`src/rtl/mux_sel_scheduler_if.sv`:
```
// Bundle between the requesters and the mux select scheduler.
// The master side drives requests and enable; the slave side (the scheduler) drives selects and status.
interface mux_sel_scheduler_if;
    logic [3:0] req;
    logic       en;
    logic       s1;
    logic       s0;
    logic [3:0] gnt;
    logic       valid;
    logic       done;

    modport master (output req, output en, input s1, input s0, input gnt, input valid, input done);
    modport slave  (input req, input en, output s1, output s0, output gnt, output valid, output done);
endinterface

```
`src/rtl/mux_sel_scheduler.sv`:
```
// Round-robin select generator for a 4:1 mux: one winner holds the path for DWELL cycles or until it
// releases its request. All outputs are registered.
module mux_sel_scheduler #(
    parameter int DWELL = 4,
    parameter int CW    = 4
) (
    input  logic                 clk,
    input  logic                 rst,
    mux_sel_scheduler_if.slave   bus
);

    typedef enum logic {IDLE, GRANT} state_t;

    localparam logic [CW-1:0] LOAD = CW'(DWELL - 1);

    state_t        state_q;
    logic [1:0]    ptr_q;
    logic [CW-1:0] cnt_q;
    logic [3:0]    gnt_q;
    logic          s1_q;
    logic          s0_q;
    logic          valid_q;
    logic          done_q;

    logic          winFound_d;
    logic [1:0]    winIdx_d;
    logic          arbitrate_d;

    // While granted, ptr_q is the owner; the search starts just after it, so the owner is tried last.
    always_comb begin
        winFound_d = 1'b0;
        winIdx_d   = ptr_q;
        for (int k = 1; k <= 4; k++) begin
            if (!winFound_d && bus.req[ptr_q + 2'(k)]) begin
                winFound_d = 1'b1;
                winIdx_d   = ptr_q + 2'(k);
            end
        end
    end

    assign arbitrate_d = (state_q == IDLE) || (cnt_q == '0) || !bus.req[ptr_q];

    always_ff @(posedge clk) begin
        if (rst) begin
            state_q <= IDLE;
            ptr_q   <= 2'd3;
            cnt_q   <= '0;
            gnt_q   <= 4'b0000;
            s1_q    <= 1'b0;
            s0_q    <= 1'b0;
            valid_q <= 1'b0;
            done_q  <= 1'b0;
        end else if (arbitrate_d) begin
            if (bus.en && winFound_d) begin
                state_q      <= GRANT;
                ptr_q        <= winIdx_d;
                cnt_q        <= LOAD;
                gnt_q        <= 4'b0001 << winIdx_d;
                {s1_q, s0_q} <= winIdx_d;
                valid_q      <= 1'b1;
                done_q       <= (LOAD == '0);
            end else begin
                // Selects deliberately keep their last value; consumers qualify with valid.
                state_q <= IDLE;
                cnt_q   <= '0;
                gnt_q   <= 4'b0000;
                valid_q <= 1'b0;
                done_q  <= 1'b0;
            end
        end else begin
            cnt_q  <= cnt_q - CW'(1);
            done_q <= (cnt_q == CW'(1));
        end
    end

    assign bus.gnt   = gnt_q;
    assign bus.s1    = s1_q;
    assign bus.s0    = s0_q;
    assign bus.valid = valid_q;
    assign bus.done  = done_q;

endmodule

```
`src/flat_wrapper.sv`:
```
// flat-port wrapper written by rule: the top's interface ports become plain ports
module mux_sel_scheduler_flat 
#(
    parameter int DWELL = 4,
    parameter int CW    = 4
)
  (clk, rst, bus_req, bus_en, bus_s1, bus_s0, bus_gnt, bus_valid, bus_done);
  mux_sel_scheduler_if bus_i ();
  input  logic clk;
  input  logic rst;
  input wire logic [$bits(bus_i.req)-1:0] bus_req;
  input wire logic [$bits(bus_i.en)-1:0] bus_en;
  output wire logic [$bits(bus_i.s1)-1:0] bus_s1;
  output wire logic [$bits(bus_i.s0)-1:0] bus_s0;
  output wire logic [$bits(bus_i.gnt)-1:0] bus_gnt;
  output wire logic [$bits(bus_i.valid)-1:0] bus_valid;
  output wire logic [$bits(bus_i.done)-1:0] bus_done;
  assign bus_i.req = bus_req;
  assign bus_i.en = bus_en;
  assign bus_s1 = bus_i.s1;
  assign bus_s0 = bus_i.s0;
  assign bus_gnt = bus_i.gnt;
  assign bus_valid = bus_i.valid;
  assign bus_done = bus_i.done;
  mux_sel_scheduler #(.DWELL(DWELL), .CW(CW)) u_core (.clk(clk), .rst(rst), .bus(bus_i));
endmodule
```
`config.mk`:
```
export PLATFORM = sky130hd
export DESIGN_NAME = mux_sel_scheduler_flat
export DESIGN_NICKNAME = d
export VERILOG_FILES = /design/src/rtl/mux_sel_scheduler_if.sv /design/src/rtl/mux_sel_scheduler.sv /design/src/flat_wrapper.sv
export SDC_FILE = /design/constraint.sdc
export NUM_CORES = 1
export LEC_CHECK = 0
export ABC_CLOCK_PERIOD_IN_PS = 2600
export CAP_MARGIN = 10
export CELL_PAD_IN_SITES_DETAIL_PLACEMENT = 1
export CELL_PAD_IN_SITES_GLOBAL_PLACEMENT = 2
export CORE_UTILIZATION = 29
export DETAILED_ROUTE_END_ITERATION = 10
export PLACE_DENSITY = 0.75
export SYNTH_ARGS = -nofsm -noshare
export SYNTH_HDL_FRONTEND = slang
export SYNTH_SLANG_ARGS = --single-unit
export TNS_END_PERCENT = 10
```
`constraint.sdc`:
```
create_clock -name clk -period 2.6 [get_ports clk]
set_clock_uncertainty 0.15 [all_clocks]
set_input_delay 0.52 -clock clk [delete_from_list [all_inputs] [get_ports clk]]
set_output_delay 0.52 -clock clk [all_outputs]
set_load 0.1 [all_outputs]
```
==> impl_results.md, run 1 <==
- Synthesized area per cell: 9.12 um^2
- Final Max Tran Viols: 0
- Setup TNS Final: 0 ns
- Final-report hold violation count: 0
- Total clock sinks: 14
- Antenna diode count: 0
- Startpoint class of the critical path: input pin
- Yosys reg bits: 14
- CTS resizes: 0
- Clock period minus worst slack: 2.32 ns
- Routability cong.: roughly 0.7
- Worst vdd ir: 280 uV
- Worst EP required: 2.67 ns
- Clock transition at path regs: ~0.080 ns
- Chip Width: between 50 and 60 um
- Critical-path cell list: clkdlybuf4s50_1 -> mux4_2 -> o311ai_4 -> and2_1 -> buf_4 -> and3_1 -> a32o_1
- Setup crit end kind: flop
- # hold bufs at CTS: 0
- Worst hold stages: 2
- Pin count of the biggest net entering global routing: 13
- MaxCap Viol Count: 0
- Status: finished clean
- Via density: around 5.2
- Library cells used by synthesis: 33
- DRC: 0
- Avg WL per Cell: 14.1 um
- H-tree depth: 1
- Pleak: 0.422 nW
- Root Driver: clkbuf_4
- Post-CTS Setup Inserts: 0
- Slowest stage delay, CP: 0.54 ns
- PortBufs: 14
- TritonCTS clock tree: yes
- Post-synth EDFFs: 0
- Final core occ: 0.402
- Synth top area share: 0.366
- Most used DFF post-synth: dfxtp_1
- Critical Path Slowest Stage Cell: mux4_2
- Clock buffer depth: 2
- Synth Warn #: 0
- Fin cells: 138
- Synthesis-to-finish area growth: 29.9%
- CTS Buf Count: 3
- Actual slew at the worst max-slew pin: 0.494 ns
- Row Count: 18
- Fmax: between 400 and 500 MHz
- Post-DP Area: approximately 1000 um^2
- Count leader, synth: dfxtp_1
- Post-synthesis sequential area ratio: 0.366
- Cells after synthesis: 84
- Setup-failing EPs final: 0
- Die Area: 2850 um^2
- Worst skew pair latency: around 0.28 ns
- First-pass GRT wire length: 3260 um
- DIE HEIGHT: 53.4 um
- Synth Cell Area: 766 um^2
- DRT antenna net count: 0
- Slew headroom: 0.668
- Largest cells by area after synthesis: dfxtp_1 (37%), a21oi_1 (5.2%), buf_6 (4.4%), o311ai_4 (3.4%), ha_1 (3.3%)
- Hold Slack: 0.318 ns
- Hold Path Class: reg2reg
- Initial antenna violation count: 0
- Worst reg-to-reg path cell count: 6
- Worst-path maximum fanout: 5
- IO Pins: 15
- Core area: roughly 2500 um^2
- 1st-iter DRT viols: 13
- GRT Total Usage: 0.164
- Unrepaired setup endpoints after global routing: false
- DP HPWL: approximately 1500 um
- Final wirelength: 1950 um
- Via count: 720
- Post-synth ARST share: 0
- Pwr Density: ~570 nW/um^2
- Dpl cells: roughly 140
- Grt ovf: 0
- Drt first pass iters: 4
- Starting Density: 0.309
- Vias in the first global route: 725
- Fraction of layout instances using a drive strength above 1: 0.250
- Final Cell Area: 995 um^2
- Top cell type by total area after synthesis: dfxtp_1
- Worst setup path class: in2reg
- Nets@finish: roughly 120
- Data arrival, critical path: about 2.4 ns
- Commonest cells post-synth: dfxtp_1 (14), a21oi_1 (8), nand2_1 (6)
- Mapped Nets: between 90 and 100
- Final period utilization: 0.892
[area by class of cell]
cell class / count / area (um^2)
fillers: 314 / 1480
inverters: 5 / 18.8
clock buffers: 3 / 22.5
multi-input cells: 60 / 425
flip-flops and latches: 14 / 280
well taps: 30 / 37.5
repair buffers: 26 / 210
[worst max-delay path, delay by kind of cell]
| kind | cells | cell delay, ns |
|---|---|---|
| buffers and inverters | 2 | 0.58 |
| muxes | 1 | 0.54 |
| and+or+nand+nor | 2 | 0.46 |
| AOI/OAI and AO/OA | 2 | 0.28 |
[registers in the layout, indices dropped and copies added, names as in the netlist]
| register | flops |
|---|---|
| u_core.cnt_q | 4 |
| u_core.bus.valid | 1 |
| u_core.bus.s1 | 1 |
| u_core.bus.s0 | 1 |
| u_core.ptr_q | 2 |
| u_core.bus.gnt | 4 |
| u_core.bus.done | 1 |
[report_power, final]
part           internal [mW]  leakage, nW  total [mW]  switching (mW)
combinational         0.0747        0.293       0.202           0.127
clock                 0.0537       0.0138       0.123          0.0697
sequential             0.230        0.115       0.245          0.0156
[cells by family after synthesis]
kind of cell,after synthesis,synth area share
AOI/OAI and AO/OA,26,0.258
xor gates and xnor gates,2,0.0229
adders and majority gates,2,0.0327
buffers and inverters,10,0.0784
DFF,14,0.366
muxes,3,0.0556
and+or+nand+nor,27,0.186
[worst paths after layout]
check | start | to | slack, ns
max | bus_req[3] | u_core.bus.gnt[0] | 0.28
min | u_core.bus.gnt[2] | u_core.bus.gnt[2] | 0.32
max reg2reg | u_core.ptr_q[1] | u_core.bus.gnt[0] | 0.49
min reg2reg | u_core.bus.gnt[2] | u_core.bus.gnt[2] | 0.32
[layer usage]
metal / track usage / vias to the layer above / wire length, um / part of all wire
li1: - / 352 / - / -
met3: 0.0259 / 2 / 47 / 0.024
met1: 0.202 / 354 / 942 / 0.48
met2: 0.273 / 12 / 939 / 0.48
met5: 0 / - / 0 / 0
met4: 0.0789 / 0 / 21 / 0.011
[stage by stage]
stage               worst slack, ns  power [mW]
finish                        0.282       0.570
global route                  0.194       0.601
CTS                           0.292       0.577
detailed placement          0.00451       0.452
global placement             0.0338       0.450
floorplan                     0.330       0.394
[cells in the final DEF (no fill, tap or decap), types with 2 or more instances in the layout]
cell,instances
ha_1,2
and3_1,2
nand3_1,2
nor3_1,5
a21oi_1,8
buf_4,20
nor2_1,4
mux2i_1,2
o31ai_1,3
clkbuf_4,3
nand2_1,6
clkdlybuf4s50_1,6
o21ai_0,3
nand2b_1,3
a211o_1,2
dfxtp_1,14
inv_1,5
xnor2_1,2
No activity file was read; power rests on OpenSTA's default activity.
==> run 2: changes to the inputs <==
Settings changed: PLACE_DENSITY 0.75 to 0.76.
==> impl_results.md, run 2 (same netlist as run 1, synthesis figures left out) <==
- Worst path buffer plus inverter count: 1 (-1)
- Nets@finish: 118 (-0.84%)
- Pin count of the biggest net entering global routing: 13 (unchanged)
- Routability cong.: 0.723 (+2.0%)
- Starting Density: 0.309 (unchanged)
- Clock period minus worst slack: 2.34 ns (+0.0183 ns)
- Avg WL per Cell: 14.5 um (+2.6%)
- FILL cells: 308 (-1.9%)
- Total clock sinks: 14 (unchanged)
- CTS resizes: 0 (unchanged)
- Initial antenna violation count: 0 (unchanged)
- Critical-path cell list: clkdlybuf4s50_1 -> mux4_2 -> o311ai_4 -> and2_1 -> a21oi_2 -> a311o_1
- Worst EP required: 2.63 ns (-0.04 ns)
- # hold bufs at CTS: 0 (unchanged)
- Status: finished clean
- FF-to-FF Start: u_core.ptr_q[1]
- Final-report hold violation count: 0 (unchanged)
- Post-CTS Setup Inserts: 0 (unchanged)
- Via density: 5.14 (-1.5%)
- Core area: 2480 um^2 (unchanged)
- Final Max Tran Viols: 0 (unchanged)
- Worst vdd ir: 294 uV (+4.9%)
- Antenna diode count: 0 (unchanged)
- Slew headroom: 0.645 (-0.0228)
- Area occupied by multi-input gates: 425 um^2 (unchanged)
- Worst Hold Launch: u_core.bus.gnt[1]
- Setup-failing EPs final: 0 (unchanged)
- GRT Total Usage: 0.163 (-0.00108)
- Clock transition at path regs: 0.09 ns (about the same)
- Grt ovf: 0 (unchanged)
- Startpoint class of the critical path: input pin
- Synthesis-to-finish area growth: 30.7%
- Fmax: 428 MHz (-0.78%)
- Vias in the first global route: 701 (-3.3%)
- R2R setup slack: 0.49 ns (about the same)
- First-pass GRT wire length: 3240 um (-0.61%)
- Fin cells: 138 (unchanged)
- H-tree depth: 1 (unchanged)
- Unrepaired setup endpoints after global routing: false
- Storage cell area: 280 um^2 (unchanged)
- Data arrival, critical path: 2.36 ns (-0.03 ns)
- Setup TNS Final: 0 ns (unchanged)
- Hold Path Class: reg2reg
- Dpl cells: 134 (-0.74%)
- Critical Path Slowest Stage Cell: mux4_2
- Total power: 0.606 mW (+6.3%)
- Drt first pass iters: 4 (unchanged)
- Actual slew at the worst max-slew pin: 0.528 ns (+0.0339 ns)
- Final period utilization: 0.899 (+0.00705)
- 1st-iter DRT viols: 10 (-3)
- Die Area: 2850 um^2 (unchanged)
- Pleak: 0.424 nW (+0.54%)
- DP HPWL: 1560 um (+1.3%)
- CTS Buf Count: 3 (unchanged)
- Worst hold stages: 2 (unchanged)
- Worst reg-to-reg path cell count: 5 (-1)
- Hold endpoint: u_core.bus.gnt[1]
- Root Driver: clkbuf_4
- Via count: 709 (-1.5%)
- Commonest non-fill, non-tap cells in the layout: buf_4 (19), dfxtp_1 (14), a21oi_1 (8)
- PortBufs: 14 (unchanged)
- Final wirelength: 2000 um (+2.6%)
- Worst skew pair latency: 0.29 ns (about the same)
- Top delay family on crit path: multiplexers
- DIE HEIGHT: 53.4 um (unchanged)
- DRT antenna net count: 0 (unchanged)
- Chip Width: 53.4 um (unchanged)
- Slowest stage delay, CP: 0.54 ns (about the same)
- TritonCTS clock tree: yes
- Commonest non-fill, non-tap cell in the layout: buf_4
- Pwr Density: 606 nW/um^2 (+5.7%)
- Clock buffer depth: 2 (unchanged)
- Worst setup path class: in2reg
- Row Count: 18 (unchanged)
- Setup crit end kind: flop
- RR Endpoint: u_core.ptr_q[1]
- Worst-path maximum fanout: 9 (+4)
- Fraction of layout instances using a drive strength above 1: 0.250 (unchanged)
- IO Pins: 15 (unchanged)
- MaxCap Viol Count: 0 (unchanged)
- DRC: 0 (unchanged)
run 2: changes by cell type in the layout (fill, tap and decap cells not counted), sizes merged:
cell	delta
clkbuf	+1
buf	-1
run 2: power breakdown:
part           internal [mW]  total (mW)  switching, mW
clock                 0.0854       0.159         0.0740
sequential             0.230       0.245         0.0151
combinational         0.0739       0.202          0.128
run 2: through the flow:
step / area [um^2] / worst slack (ns) / hold WS [ns] / utilization
finish: 1000 / 0.263 / 0.313 / 0.404
global route: 1000 / 0.224 / 0.343 / 0.404
CTS: 1000 / 0.283 / 0.320 / 0.404
detailed placement: 965 / -0.0132 / 0.307 / 0.389
global placement: 965 / 0.0101 / 0.295 / 0.389
floorplan: 766 / 0.330 / 0.394 / -
run 2: worst reg2reg max path, delay by kind of cell, from the launching register on:
family	cells	cell delay [ns]
muxes	1	0.43
AOI/OAI and AO/OA	3	0.52
and+or+nand+nor	1	0.36
DFF	1	0.55
run 2: worst max-delay path by stage:
stage,start,to,slack [ns],cells after the start
after floorplan,u_core.bus.valid,u_core.bus.gnt[0],0.33,5
after detailed placement,bus_req[2],u_core.ptr_q[1],-0.01,6
after global placement,bus_req[3],u_core.ptr_q[1],0.01,6
after global routing,bus_req[2],u_core.cnt_q[0],0.22,7
after CTS,bus_req[3],u_core.ptr_q[1],0.28,6
final,bus_req[2],u_core.ptr_q[1],0.26,6
run 2: metal layers:
metal,vias up,share of wire,track usage
met1,333,0.49,0.212
met2,14,0.45,0.238
met4,0,0.016,0.0702
met3,5,0.050,0.0575
met5,-,0,0
li1,357,-,-
run 2: area by class of cell:
cell class | instances | area share
Multi-Input combinational cell | 60 | 0.425
Tap cell | 30 | 0.0375
Sequential cell | 14 | 0.280
Clock buffer | 4 | 0.0363
Inverter | 5 | 0.0188
Timing Repair Buffer | 25 | 0.202
==> run 3: changes to the inputs <==
--- a/constraint.sdc
+++ b/constraint.sdc
@@ -4,2 +4,2 @@
 set_output_delay 0.52 -clock clk [all_outputs]
-set_load 0.1 [all_outputs]
+set_load 0.05 [all_outputs]
==> impl_results.md, run 3 (same netlist as run 1, synthesis figures left out) <==
- Starting Density: 0.309 (unchanged)
- Chip Width: 53.4 um (unchanged)
- Worst skew pair latency: 0.29 ns (about the same)
- H-tree depth: 1 (unchanged)
- Root Driver: clkbuf_4
- DRT antenna net count: 0 (unchanged)
- Vias in the first global route: 734 (+4.7%)
- Dpl cells: 134 (unchanged)
- Row Count: 18 (unchanged)
- Worst reg-to-reg path cell count: 5 (unchanged)
- Fin cells: 138 (unchanged)
- IO Pins: 15 (unchanged)
- DP HPWL: 1600 um (+2.2%)
- Unrepaired setup endpoints after global routing: false
- Final-report hold violation count: 0 (unchanged)
- Startpoint class of the critical path: input pin
- Via density: 5.13 (-0.14%)
- Worst setup path class: in2reg
- Slew headroom: 0.627 (-0.0182)
- Pleak: 0.410 nW (-3.4%)
- Grt ovf: 0 (unchanged)
- Final Max Tran Viols: 0 (unchanged)
- Die Area: 2850 um^2 (unchanged)
- 1st-iter DRT viols: 5 (-5)
- First-pass GRT wire length: 3240 um (-0.22%)
- Critical Path Start: bus_req[3]
- Worst Hold Launch: u_core.bus.gnt[2]
- Worst vdd ir: 353 uV (+20%)
- Clock transition at path regs: 0.10 ns (about the same)
- Synthesis-to-finish area growth: 33.3%
- Fraction of layout instances using a drive strength above 1: 0.176 (-0.0741)
- GRT Total Usage: 0.169 (+0.00573)
- TritonCTS clock tree: yes
- Actual slew at the worst max-slew pin: 0.555 ns (+0.0270 ns)
- Setup-failing EPs final: 0 (unchanged)
- CTS resizes: 0 (unchanged)
- Worst-path maximum fanout: 9 (unchanged)
- Status: finished clean
- Data arrival, critical path: 2.37 ns (about the same)
- Worst hold stages: 2 (unchanged)
- Initial antenna violation count: 0 (unchanged)
- Commonest non-fill, non-tap cells in the layout: clkdlybuf4s50_1 (14), dfxtp_1 (14), buf_4 (11)
- Final period utilization: 0.904 (+0.00532)
- Setup crit end kind: flop
- Fmax: 425 MHz (-0.59%)
- MaxCap Viol Count: 0 (unchanged)
- FF-to-FF Start: u_core.ptr_q[1]
- Post-CTS Setup Inserts: 0 (unchanged)
- CTS Buf Count: 3 (unchanged)
- Hold Path Class: reg2reg
- PortBufs: 14 (unchanged)
- DIE HEIGHT: 53.4 um (unchanged)
- Worst EP required: 2.62 ns (about the same)
- Antenna diode count: 0 (unchanged)
- Total power: 0.585 mW (-3.6%)
- Drt first pass iters: 4 (unchanged)
- Clock period minus worst slack: 2.35 ns (+0.0138 ns)
- Core area: 2480 um^2 (unchanged)
- Clock buffer depth: 2 (unchanged)
- Total clock sinks: 14 (unchanged)
- Pin count of the biggest net entering global routing: 13 (unchanged)
- Routability cong.: 0.719 (-0.55%)
- Final wirelength: 2050 um (+2.6%)
- Nets@finish: 118 (unchanged)
- Pwr Density: 573 nW/um^2 (-5.5%)
- DRC: 0 (unchanged)
- # hold bufs at CTS: 0 (unchanged)
- Via count: 708 (-0.14%)
- Avg WL per Cell: 14.9 um (+2.6%)
run 3: cell types whose count changed in the layout (fill, tap and decap cells not counted):
cell	before	now
clkdlybuf4s50_1	6	14
buf_4	19	11
run 3: power breakdown:
part | total [mW] | leakage [nW] | switching, mW | internal [mW]
clock network | 0.165 | 0.0210 | 0.0799 | 0.0853
registers | 0.245 | 0.115 | 0.0155 | 0.230
logic | 0.174 | 0.274 | 0.0970 | 0.0770
run 3: final timing paths:
kind | end | slack, ns
worst max-delay path | u_core.ptr_q[0] | 0.25
worst min-delay path | u_core.bus.gnt[2] | 0.32
worst max register to register | u_core.ptr_q[0] | 0.45
worst min register to register | u_core.bus.gnt[2] | 0.32
run 3: per-layer routing:
layer / track usage / part of all wire / vias to the layer above
met5: 0 / 0 / -
met4: 0.0921 / 0.0083 / 0
met2: 0.271 / 0.48 / 14
met3: 0.0517 / 0.033 / 2
li1: - / - / 354
met1: 0.196 / 0.48 / 338
run 3: metrics by stage:
step	instance area (um^2)	setup slack, ns	setup TNS (ns)	util	hold slack (ns)
2_1_floorplan	766	0.531	0	-	0.394
3_3_place_gp	985	0.0123	0	0.397	0.291
3_5_place_dp	985	-0.0510	-0.0639	0.397	0.303
4_1_cts	1020	0.246	0	0.412	0.319
5_1_grt	1020	0.206	0	0.412	0.358
6_report	1020	0.250	0	0.412	0.317
run 3: worst max-delay path, cell delays in order:
cell,delay (ns)
clkdlybuf4s50_1,0.42
mux4_2,0.54
o311ai_4,0.12
and2_1,0.36
and3_1,0.27
o21ai_0,0.13
run 3: final cells by class:
cell class                      instances  area (um^2)
Inverter                                5         18.8
Multi-Input combinational cell         60          425
Timing Repair Buffer                   25          223
Fill cell                             317         1460
Clock buffer                            4         36.3
Sequential cell                        14          280
Tap cell                               30         37.5
